==> config.mk <==
export PLATFORM = sky130hd
export DESIGN_NAME = universal_register
export DESIGN_NICKNAME = d
export VERILOG_FILES = /design/src/rtl/universal_register.sv
export SDC_FILE = /design/constraint.sdc
export NUM_CORES = 1
export LEC_CHECK = 0
export BUFFER_PORTS_ARGS = -buffer_cell sky130_fd_sc_hd__buf_4
export CORE_MARGIN = 3
export CORE_UTILIZATION = 45
export CTS_CLUSTER_DIAMETER = 40
export DETAILED_ROUTE_END_ITERATION = 12
export GPL_TIMING_DRIVEN = 0
export PLACE_DENSITY_LB_ADDON = 0.2
export SKIP_CTS_REPAIR_TIMING = 1
export SLEW_MARGIN = 20
export SYNTH_ARGS = -nofsm -noshare
export SYNTH_HDL_FRONTEND = slang
export SYNTH_SLANG_ARGS = --single-unit
==> constraint.sdc <==
create_clock -name clk -period 2.92 [get_ports clk]
set_input_delay 0.146 -clock clk [delete_from_list [all_inputs] [get_ports clk]]
set_output_delay 0.146 -clock clk [all_outputs]
set_load 0.02 [all_outputs]
==> src/rtl/universal_register.sv <==
// General-purpose register: load, increment/decrement, serial shift, clear,
// and a multi-cycle rotate-left with a ready/done handshake.
module universal_register #(
  parameter int               WIDTH       = 16,
  parameter logic [WIDTH-1:0] RESET_VALUE = '0,
  parameter int               AW          = $clog2(WIDTH)
) (
  input  logic             clk,
  input  logic             reset_n,
  input  logic             en,
  input  logic [2:0]       op,
  input  logic [WIDTH-1:0] in,
  input  logic             sin,
  input  logic [AW-1:0]    amt,
  output logic [WIDTH-1:0] out,
  output logic             carry,
  output logic             zero,
  output logic             ready,
  output logic             done
);

  localparam logic [2:0] OP_HOLD  = 3'b000;
  localparam logic [2:0] OP_LOAD  = 3'b001;
  localparam logic [2:0] OP_INC   = 3'b010;
  localparam logic [2:0] OP_DEC   = 3'b011;
  localparam logic [2:0] OP_SHL   = 3'b100;
  localparam logic [2:0] OP_SHR   = 3'b101;
  localparam logic [2:0] OP_CLEAR = 3'b110;
  localparam logic [2:0] OP_ROT   = 3'b111;

  typedef enum logic {
    S_IDLE,
    S_ROTATE
  } state_t;

  state_t           state_q, state_d;
  logic [WIDTH-1:0] out_q,   out_d;
  logic             carry_q, carry_d;
  logic             done_q,  done_d;
  logic [AW-1:0]    cnt_q,   cnt_d;

  function automatic logic [WIDTH-1:0] rotl1(input logic [WIDTH-1:0] v);
    return {v[WIDTH-2:0], v[WIDTH-1]};
  endfunction

  always_comb begin
    state_d = state_q;
    out_d   = out_q;
    carry_d = carry_q;
    done_d  = 1'b0;
    cnt_d   = cnt_q;

    unique case (state_q)
      S_IDLE: begin
        if (en) begin
          case (op)
            OP_HOLD: ;
            OP_LOAD: begin
              out_d   = in;
              carry_d = 1'b0;
              done_d  = 1'b1;
            end
            OP_INC: begin
              out_d   = out_q + WIDTH'(1);
              carry_d = &out_q;
              done_d  = 1'b1;
            end
            OP_DEC: begin
              out_d   = out_q - WIDTH'(1);
              carry_d = (out_q == '0);
              done_d  = 1'b1;
            end
            OP_SHL: begin
              out_d   = {out_q[WIDTH-2:0], sin};
              carry_d = out_q[WIDTH-1];
              done_d  = 1'b1;
            end
            OP_SHR: begin
              out_d   = {sin, out_q[WIDTH-1:1]};
              carry_d = out_q[0];
              done_d  = 1'b1;
            end
            OP_CLEAR: begin
              out_d   = '0;
              carry_d = 1'b0;
              done_d  = 1'b1;
            end
            OP_ROT: begin
              if (amt == '0) begin
                done_d = 1'b1;
              end else begin
                // First step happens on the accepting edge; only amt>=2 needs ROTATE.
                out_d   = rotl1(out_q);
                carry_d = out_q[WIDTH-1];
                if (amt == AW'(1)) begin
                  done_d = 1'b1;
                end else begin
                  state_d = S_ROTATE;
                  cnt_d   = amt - AW'(1);
                end
              end
            end
            default: ;
          endcase
        end
      end

      S_ROTATE: begin
        out_d   = rotl1(out_q);
        carry_d = out_q[WIDTH-1];
        cnt_d   = cnt_q - AW'(1);
        if (cnt_q == AW'(1)) begin
          state_d = S_IDLE;
          done_d  = 1'b1;
        end
      end

      default: state_d = S_IDLE;
    endcase
  end

  always_ff @(posedge clk or negedge reset_n) begin
    if (!reset_n) begin
      state_q <= S_IDLE;
      out_q   <= RESET_VALUE;
      carry_q <= 1'b0;
      done_q  <= 1'b0;
      cnt_q   <= '0;
    end else begin
      state_q <= state_d;
      out_q   <= out_d;
      carry_q <= carry_d;
      done_q  <= done_d;
      cnt_q   <= cnt_d;
    end
  end

  assign out   = out_q;
  assign carry = carry_q;
  assign done  = done_q;
  assign zero  = (out_q == '0);
  assign ready = (state_q == S_IDLE);

endmodule

Word-level counts from Yosys, hierarchy flattened --
Cells that the tools add are included.
Operators by class: add/subtract/negate cells 4, eq/ne operators 16, multiplexer cells 25, bitwise gates (word level) 1, reductions and logical operators 8
Operators with widths (count):
- $pmux W16 S7 | 1
- $mux W16 | 2
- $pmux W16 S2 | 1
- $add A16 B1 Y16 const B | 1
- $logic_not A16 Y1 | 1
- $mux W4 | 4
- $reduce_and A16 Y1 | 1
- $sub A16 B1 Y16 const B | 1
- $eq A3 B3 Y1 const B | 4
- $mux W1 | 11
- $eq A4 B1 Y1 const B | 2
- $ne A8 B1 Y1 const B | 1
- $pmux W1 S2 | 4
- $pmux W4 S2 | 1
- $sub A4 B1 Y4 const B | 2
- $ne A7 B2 Y1 const B | 1
- $eq A3 B2 Y1 const B | 2
- $ne A2 B2 Y1 const B | 3
- $pmux W1 S6 | 1
- $reduce_and A3 Y1 | 2
- $reduce_or A6 Y1 | 1
- $logic_not A4 Y1 | 1
- $reduce_and A4 Y1 | 1
- $eq A3 B1 Y1 const B | 1
- other kinds (4) | 4
Storage, ports and cells: bits in registers 23, input bits 27

Logic depth before layout (Yosys ltp) --
Gate-level depths: netlist (run 1).
depth after elaboration 6, depth in mapped cells 11, gate-level depth less buffers 9

Worst setup path after synthesis (run 1) --
No wires, ideal clock.
path type register -> register, from register out_q[1], in the netlist out[1], to register out_q[6], in the netlist out[6], library setup time 0.124 ns, arrival 2.166 ns, data required time 2.796 ns, slack 0.630 ns, cell stages (with the launch flop) 10, cells stage by stage dfrtp_1 buf_2 xnor2_1 ha_1 or4_4 nor2_1 a22oi_1 xnor2_1 a31oi_1 a211o_1
On the way: cells in the longest elaborated chain, start to end 4
RTL lines:
- from (decl) | RTL line 37 | logic [WIDTH-1:0] out_q, out_d;
- from (signal assigned) | RTL line 131 | out_q <= out_d;
- $sub A16 B1 Y16 / $add A16 B1 Y16 (equally long branches) | RTL line 69, 64
- $pmux W16 S7 * | RTL line 56 | case (op)
- $mux W16 * | RTL line 55 | if (en) begin
- $pmux W16 S2 * | RTL line 53 | unique case (state_q)
Mark *: on every way between the ends. The rest lies on a longest branch, timed or not. The select of a mux whose other input is x is not followed. A chain may end at the register's enable or synchronous reset.

Final worst setup path (run 1) --
Same ends and word-level chain as after synthesis.

==> flow_metrics.py, run 1 <==
metrics = {
    "drt": {
        "ant_nets": 0,
        "firstDrtPassIters": 6,
        "drcViolationCount": 0,
        "drt_iter0_drc": 387,
        "vias": 2886,
        "totalWireLength_mm": 8.49,
        "routedWlPerCell_um": 18.5,
        "drt-vias-per-instance": 6.29,
    },
    "floorplanning": {
        "dieWidth_um": 83.5,
        "die_h_um": 83.5,
        "coreArea_mm2": 0.00564,
        "design.die.area_mm2": 0.00697,
        "num_rows": 27,
        "start_util_pct": 47.9,
        "ioPinCount": 47,
    },
    "logic_synthesis": {
        "syn_avg_cell_area_um2": 8.02,
        "yosysTopAreaCell": "dfrtp_1",
        "synth_area_leaders": "dfrtp_1 21%, a21oi_1 6.9%, xnor2_1 5.8%",
        "netlist_area_mm2": 0.00270,
        "async_reset_ff_share_pct": 100,
        "ys_seq_area_share_pct": 21.3,
        "synth_top_area_share_pct": 21.3,
        "yosys_warnings": 0,
        "syn_inst": 337,
        "synth_edf_count": 0,
        "syn_nets": 370,
        "synth_ff_type": "dfrtp_1",
        "synth_cell_types": 69,
        "ys_ff_latch": 23,
    },
    "critical_path": {
        "start_kind": "flop",
        "arrival_ns": 2.60,
        "r2r_slack_ns": 0.49,
        "required_ns": 3.09,
        "crit_fanout": 10,
        "reg2reg_to": "out[6]",
        "rr_startpoint": "out[1]",
        "end_kind": "flop",
        "crit_type": "flop to flop",
        "ff2ff_path_depth": 9,
    },
    "pwr": {
        "p_leak_nw": 1.36,
        "finalPower_mw": 2.69,
        "irDropWorstVdd_v": 0.000430,
        "p_per_area_mw_per_mm2": 843,
    },
    "cells_and_area": {
        "antennaDiodeCount": 0,
        "final_common_cell": "buf_4",
        "nets": 421,
        "mostFrequentLayoutCells": "50 x buf_4, 37 x a21oi_1, 28 x nand2_1",
        "syn2layout_area_growth_pct": 17.9,
        "final_cells": 459,
        "nFillCells": 560,
        "drive_above_1_share_pct": 26.6,
        "fin_util_pct": 56.5,
    },
    "cts": {
        "clockRootBuffer": "clkbuf_8",
        "cts_made_buffers": 3,
        "cts_max_level": 1,
        "clock-sinks": 23,
        "cts_tree": "built",
        "clkSlewWorstSetupHoldPaths_ns": 0.10,
        "cts_buffer_depth": 2,
        "worstSkewPairLatency_ns": 0.28,
    },
    "place": {
        "post-dp-hpwl_mm": 6.06,
        "gp_congestion": 0.922,
        "dp.cells": 454,
        "port_buffers": 45,
    },
    "sta": {
        "rsz0062_at_grt": "false",
        "fin_crit_ns": 2.43,
        "slew_viol_final": 0,
        "worst_slew_pin_slew_ns": 0.677,
        "period_share_pct": 83.1,
        "setup_tns_ns": 0,
        "fmax_ghz": 0.412,
        "max_slew_margin_pct": 54.8,
        "fin_skew_ns": 0.00265,
        "finalSetupViolations": 0,
        "hold_viol_final": 0,
    },
    "status": {
        "status": "finished, final reports clean",
    },
    "run": {
        "max_cap_violations": 0,
    },
    "global_route": {
        "grt_pass1_vias": 2752,
        "grt_usage_pct": 24.4,
        "antenna_found_initial": 0,
        "grt_pass1_wl_mm": 13.9,
        "grt_start_max_net_pins": 24,
        "grt-ovfl-total": 0,
    },
    "worst_hold_path": {
        "hold_depth": 3,
        "holdPathEnd": "out[5]",
        "min_from": "in[5]",
        "min_path_type": "primary input to flop",
    },
}
==> flip-flops by register name, summed over array words and instances (netlist names) <==
name and flops:
carry 1, cnt_q 4, done 1, out 16, state_q 1
==> routing by layer <==
| layer | wire, µm | GRT usage [%] | share of wire, % | up-vias |
|---|---|---|---|---|
| met5 | 0 | 0 | 0 | - |
| met4 | 167 | 7.16 | 2.0 | 0 |
| met3 | 888 | 4.84 | 10 | 19 |
| met2 | 3930 | 39.1 | 46 | 182 |
| met1 | 3510 | 33.1 | 41 | 1351 |
| li1 | - | - | - | 1334 |
==> Yosys cell counts (4+ instances only) <==
cell	instances
buf_4	5
nor2_1	22
o21ai_1	12
nand3_1	11
a31oi_1	7
and3_1	9
buf_2	6
xnor2_1	18
a22o_1	5
nand2b_1	5
ha_1	6
o21ai_0	17
clkbuf_8	9
buf_6	8
a21oi_1	37
clkbuf_1	6
inv_1	10
a221oi_1	7
nor3_1	9
dfrtp_1	23
nand4_1	5
nand2_1	28
or3_1	4
==> worst max-delay path: stages, from the launching register on <==
cell     delay [ns]
dfrtp_1        0.42
buf_2          0.21
xnor2_1        0.15
ha_1           0.23
or4_4          0.47
nor2_1         0.18
a22oi_1        0.10
xnor2_1        0.15
a31oi_1        0.10
a211o_1        0.30
==> power by group <==
group	internal [mW]	switching [mW]	total, mW	leakage, nW
Sequential	0.463	0.151	0.614	0.287
Combinational	0.796	1.05	1.85	1.05
Clock	0.0961	0.130	0.226	0.0255
Total	1.36	1.33	2.69	1.36
==> worst max-delay path by stage <==
| stage | start | end | slack [ns] | cells after the start |
|---|---|---|---|---|
| after floorplan | out[1] | out[6] | 0.63 | 9 |
| after global placement | op[2] | out[6] | 0.26 | 12 |
| after detailed placement | op[2] | out[6] | 0.25 | 12 |
| after CTS | out[1] | out[6] | 0.51 | 9 |
| after global routing | out[1] | out[12] | 0.37 | 8 |
| final | out[1] | out[6] | 0.49 | 9 |
==> cell families after synthesis <==
logic type / count (synthesis) / synth area share (%)
fa+ha+maj: 6 / 2.78
simple gates: 117 / 24.7
buf+inv: 46 / 13.1
flops: 23 / 21.3
xor+xnor: 21 / 6.81
compound gates: 120 / 29.7
mux: 4 / 1.53
==> stage by stage <==
step	setup slack [ns]	area [µm²]	hold slack [ns]
floorplan	0.630	2700	-0.150
global placement	0.262	3130	0.0723
detailed placement	0.247	3130	0.0742
CTS	0.508	3180	-0.236
global route	0.370	3190	0.182
finish	0.492	3190	0.170
==> area by class of cell <==
class	instances	area [µm²]	share of cell area [%]
Clock buffer	3	41.3	1.30
Tap cell	72	90.1	2.83
Clock inverter	1	5.00	0.157
Timing Repair Buffer	46	348	10.9
Inverter	10	37.5	1.18
Buffer	36	318	9.97
Multi-Input combinational cell	268	1770	55.6
Sequential cell	23	576	18.1
(Power assumes the default switching activity.)
==> run 2, diff against run 1 <==
- ABC_AREA: unset -> 1
- clock period: 2.92 -> 2.5 ns (I/O delays scaled with it)
==> flow_metrics.py, run 2 <==
metrics = {
    "cells_and_area": {
        "mostFrequentLayoutCells": "167 x nand2_1, 46 x buf_4, 46 x inv_1",
        "nets": 549,
        "antennaDiodeCount": 0,
        "drive_above_1_share_pct": 15.3,
        "largest_register_ffs": 16,
        "final_common_cell": "nand2_1",
        "nFillCells": 606,
        "syn2layout_area_growth_pct": 16.9,
    },
    "logic_synthesis": {
        "async_reset_ff_share_pct": 100,
        "syn_avg_cell_area_um2": 5.94,
        "ys_seq_area_share_pct": 20.7,
        "synth_top_area_share_pct": 22.6,
        "netlist_area_mm2": 0.00277,
        "syn_nets": 500,
        "ys_top_cells_by_count": "167 x nand2_1, 46 x inv_1, 42 x nand3_1, 42 x nor2_1, 23 x dfrtp_1",
        "yosysTopAreaCell": "nand2_1",
        "synth_area_leaders": "nand2_1 23%, dfrtp_1 21%, nand3_1 7.6%",
        "synth_edf_count": 0,
        "synth_ff_type": "dfrtp_1",
        "ys_ff_latch": 23,
        "yosysMostFrequentCell": "nand2_1",
        "yosys_warnings": 0,
        "syn_inst": 467,
        "synth_cell_types": 41,
    },
    "critical_path": {
        "cp_common_cell": "nand2_1",
        "crit_buf_inv": 4,
        "slowest_stage": "dfrtp_1",
        "arrival_ns": 2.25,
        "required_ns": 2.65,
        "reg2reg_to": "out[4]",
        "crit_chain": "inv_1 -> nand2_1 -> nand2_1 -> inv_1 -> ha_1 -> inv_1 -> nand2_1 -> inv_1 -> nor2_2 -> nand2_1 -> nand2_1 -> nand2_1 -> nand3_1 -> nand3_1 -> o211ai_1 -> nand3_1",
        "crit_type": "flop to flop",
        "r2r_slack_ns": 0.40,
        "ff2ff_path_depth": 16,
        "start_kind": "flop",
        "slowest_delay_ns": 0.48,
        "crit_fanout": 7,
        "rr_startpoint": "out[1]",
        "end_kind": "flop",
        "cp_top_family": "simple AND/OR/NAND/NOR gates",
    },
    "global_route": {
        "grt_util_met1_pct": 34.8,
        "grt_pass1_vias": 3117,
        "grt_start_max_net_pins": 24,
        "busiest_layer": "met2",
        "use_met3_pct": 2.45,
        "grtUsageMet2_pct": 41.9,
        "grt-ovfl-total": 0,
        "grt_pass1_wl_mm": 15.0,
        "grt_usage_pct": 25.3,
        "antenna_found_initial": 0,
    },
    "worst_hold_path": {
        "hold_depth": 2,
        "min_path_type": "primary input to flop",
        "min_from": "amt[0]",
        "holdPathEnd": "cnt_q[0]",
    },
    "sta": {
        "hold_viol_final": 0,
        "rsz0062_at_grt": "false",
        "finalSetupViolations": 0,
        "worst_slew_pin_slew_ns": 0.553,
        "period_share_pct": 84.0,
        "setup_tns_ns": 0,
        "fmax_ghz": 0.476,
        "slew_viol_final": 0,
        "fin_skew_ns": 0.00486,
        "max_slew_margin_pct": 63.1,
        "fin_crit_ns": 2.10,
    },
    "pwr": {
        "p_int_mw": 1.32,
        "swShare_pct": 55.0,
        "p_per_area_mw_per_mm2": 904,
        "p_comb_share_pct": 65.6,
        "switchingPower_mw": 1.61,
        "power.share.clock_pct": 8.1,
        "irDropWorstVdd_v": 0.000617,
        "p_leak_nw": 1.73,
        "p_seq_share_pct": 26.3,
        "finalPower_mw": 2.93,
    },
    "cts": {
        "cts_max_level": 1,
        "clkSlewWorstSetupHoldPaths_ns": 0.09,
        "clockRootBuffer": "clkbuf_8",
        "cts_tree": "built",
        "worstSkewPairLatency_ns": 0.27,
        "clock-sinks": 23,
        "cts_made_buffers": 3,
        "cts_buffer_depth": 2,
    },
    "floorplanning": {
        "die_h_um": 84.5,
        "ioPinCount": 47,
        "start_util_pct": 48.3,
        "design.die.area_mm2": 0.00714,
        "dieWidth_um": 84.5,
        "coreArea_mm2": 0.00574,
        "num_rows": 27,
    },
    "drt": {
        "vias": 3375,
        "routedWlPerCell_um": 15.3,
        "totalWireLength_mm": 8.97,
        "ant_nets": 0,
        "firstDrtPassIters": 7,
        "drt-vias-per-instance": 5.75,
        "drcViolationCount": 0,
        "drt_iter0_drc": 228,
    },
    "status": {
        "status": "finished, final reports clean",
    },
    "place": {
        "post-dp-hpwl_mm": 7.08,
        "port_buffers": 43,
        "gp_congestion": 0.959,
    },
    "run": {
        "max_cap_violations": 0,
    },
}
-- run 2: cell types whose count changed after synthesis, sizes merged, moves of 7 or more --
cell,change
buf,-8
nand3,+32
nor3,-7
a22oi,+15
inv,+40
and3,-10
a21oi,-27
nor2,+26
xnor2,-16
nand2,+147
o21ai,-13
-- run 2: final cells by class --
cell class | instances | area, µm² | share of cell area, %
Tap cell | 72 | 90.1 | 2.78
Clock buffer | 3 | 41.3 | 1.27
Clock inverter | 1 | 5.00 | 0.154
Timing Repair Buffer | 44 | 333 | 10.3
Inverter | 51 | 194 | 5.98
Buffer | 23 | 138 | 4.24
Multi-Input combinational cell | 370 | 1870 | 57.6
Sequential cell | 23 | 576 | 17.7
-- run 2: layer usage --
metal,vias up,part of all wire (%)
met4,0,2.1
met1,1547,44
met2,159,47
met3,22,7.0
met5,-,0
li1,1647,-
-- run 2: how the worst max path moves through the flow --
| stage | from | to | slack (ns) | cells after the start |
|---|---|---|---|---|
| after floorplan | out[3] | carry | 0.51 | 10 |
| after global placement | out[1] | out[12] | 0.44 | 18 |
| after detailed placement | out[1] | out[14] | 0.44 | 18 |
| after CTS | out[1] | out[14] | 0.42 | 18 |
| after global routing | out[1] | out[12] | 0.09 | 18 |
| final | out[1] | out[4] | 0.40 | 16 |
-- run 2: power by group through the flow --
| stage | combinational (mW) | sequential (mW) | clock [mW] |
|---|---|---|---|
| after floorplan | 1.17 | 0.859 | 0 |
| after global placement | 1.87 | 0.768 | 0 |
| after detailed placement | 1.90 | 0.770 | 0 |
| after CTS | 1.90 | 0.762 | 0.245 |
| after global routing | 2.14 | 0.796 | 0.258 |
| final | 1.92 | 0.772 | 0.237 |
-- run 2: through the flow --
| step | utilization, % | std cells | hold WS [ns] | setup slack [ns] | cell area (µm²) |
|---|---|---|---|---|---|
| after floorplan | - | 467 | -0.171 | 0.512 | 2770 |
| after global placement | 55.5 | 582 | 0.0461 | 0.443 | 3190 |
| after detailed placement | 55.5 | 582 | 0.0447 | 0.443 | 3190 |
| after CTS | 56.3 | 586 | -0.250 | 0.423 | 3230 |
| after global routing | 56.5 | 587 | 0.0767 | 0.0857 | 3240 |
| final | 56.5 | 587 | 0.0658 | 0.399 | 3240 |
-- run 2: cell families after synthesis --
logic type               Yosys count  synth area share [%]
AND/OR/NAND/NOR                  287                  45.3
adder cells (fa/ha/maj)            6                  2.71
flip-flops                        23                  20.7
buffers and inverters             74                  12.0
AO/OA/AOI/OAI                     70                  17.1
XOR/XNOR                           7                  2.21
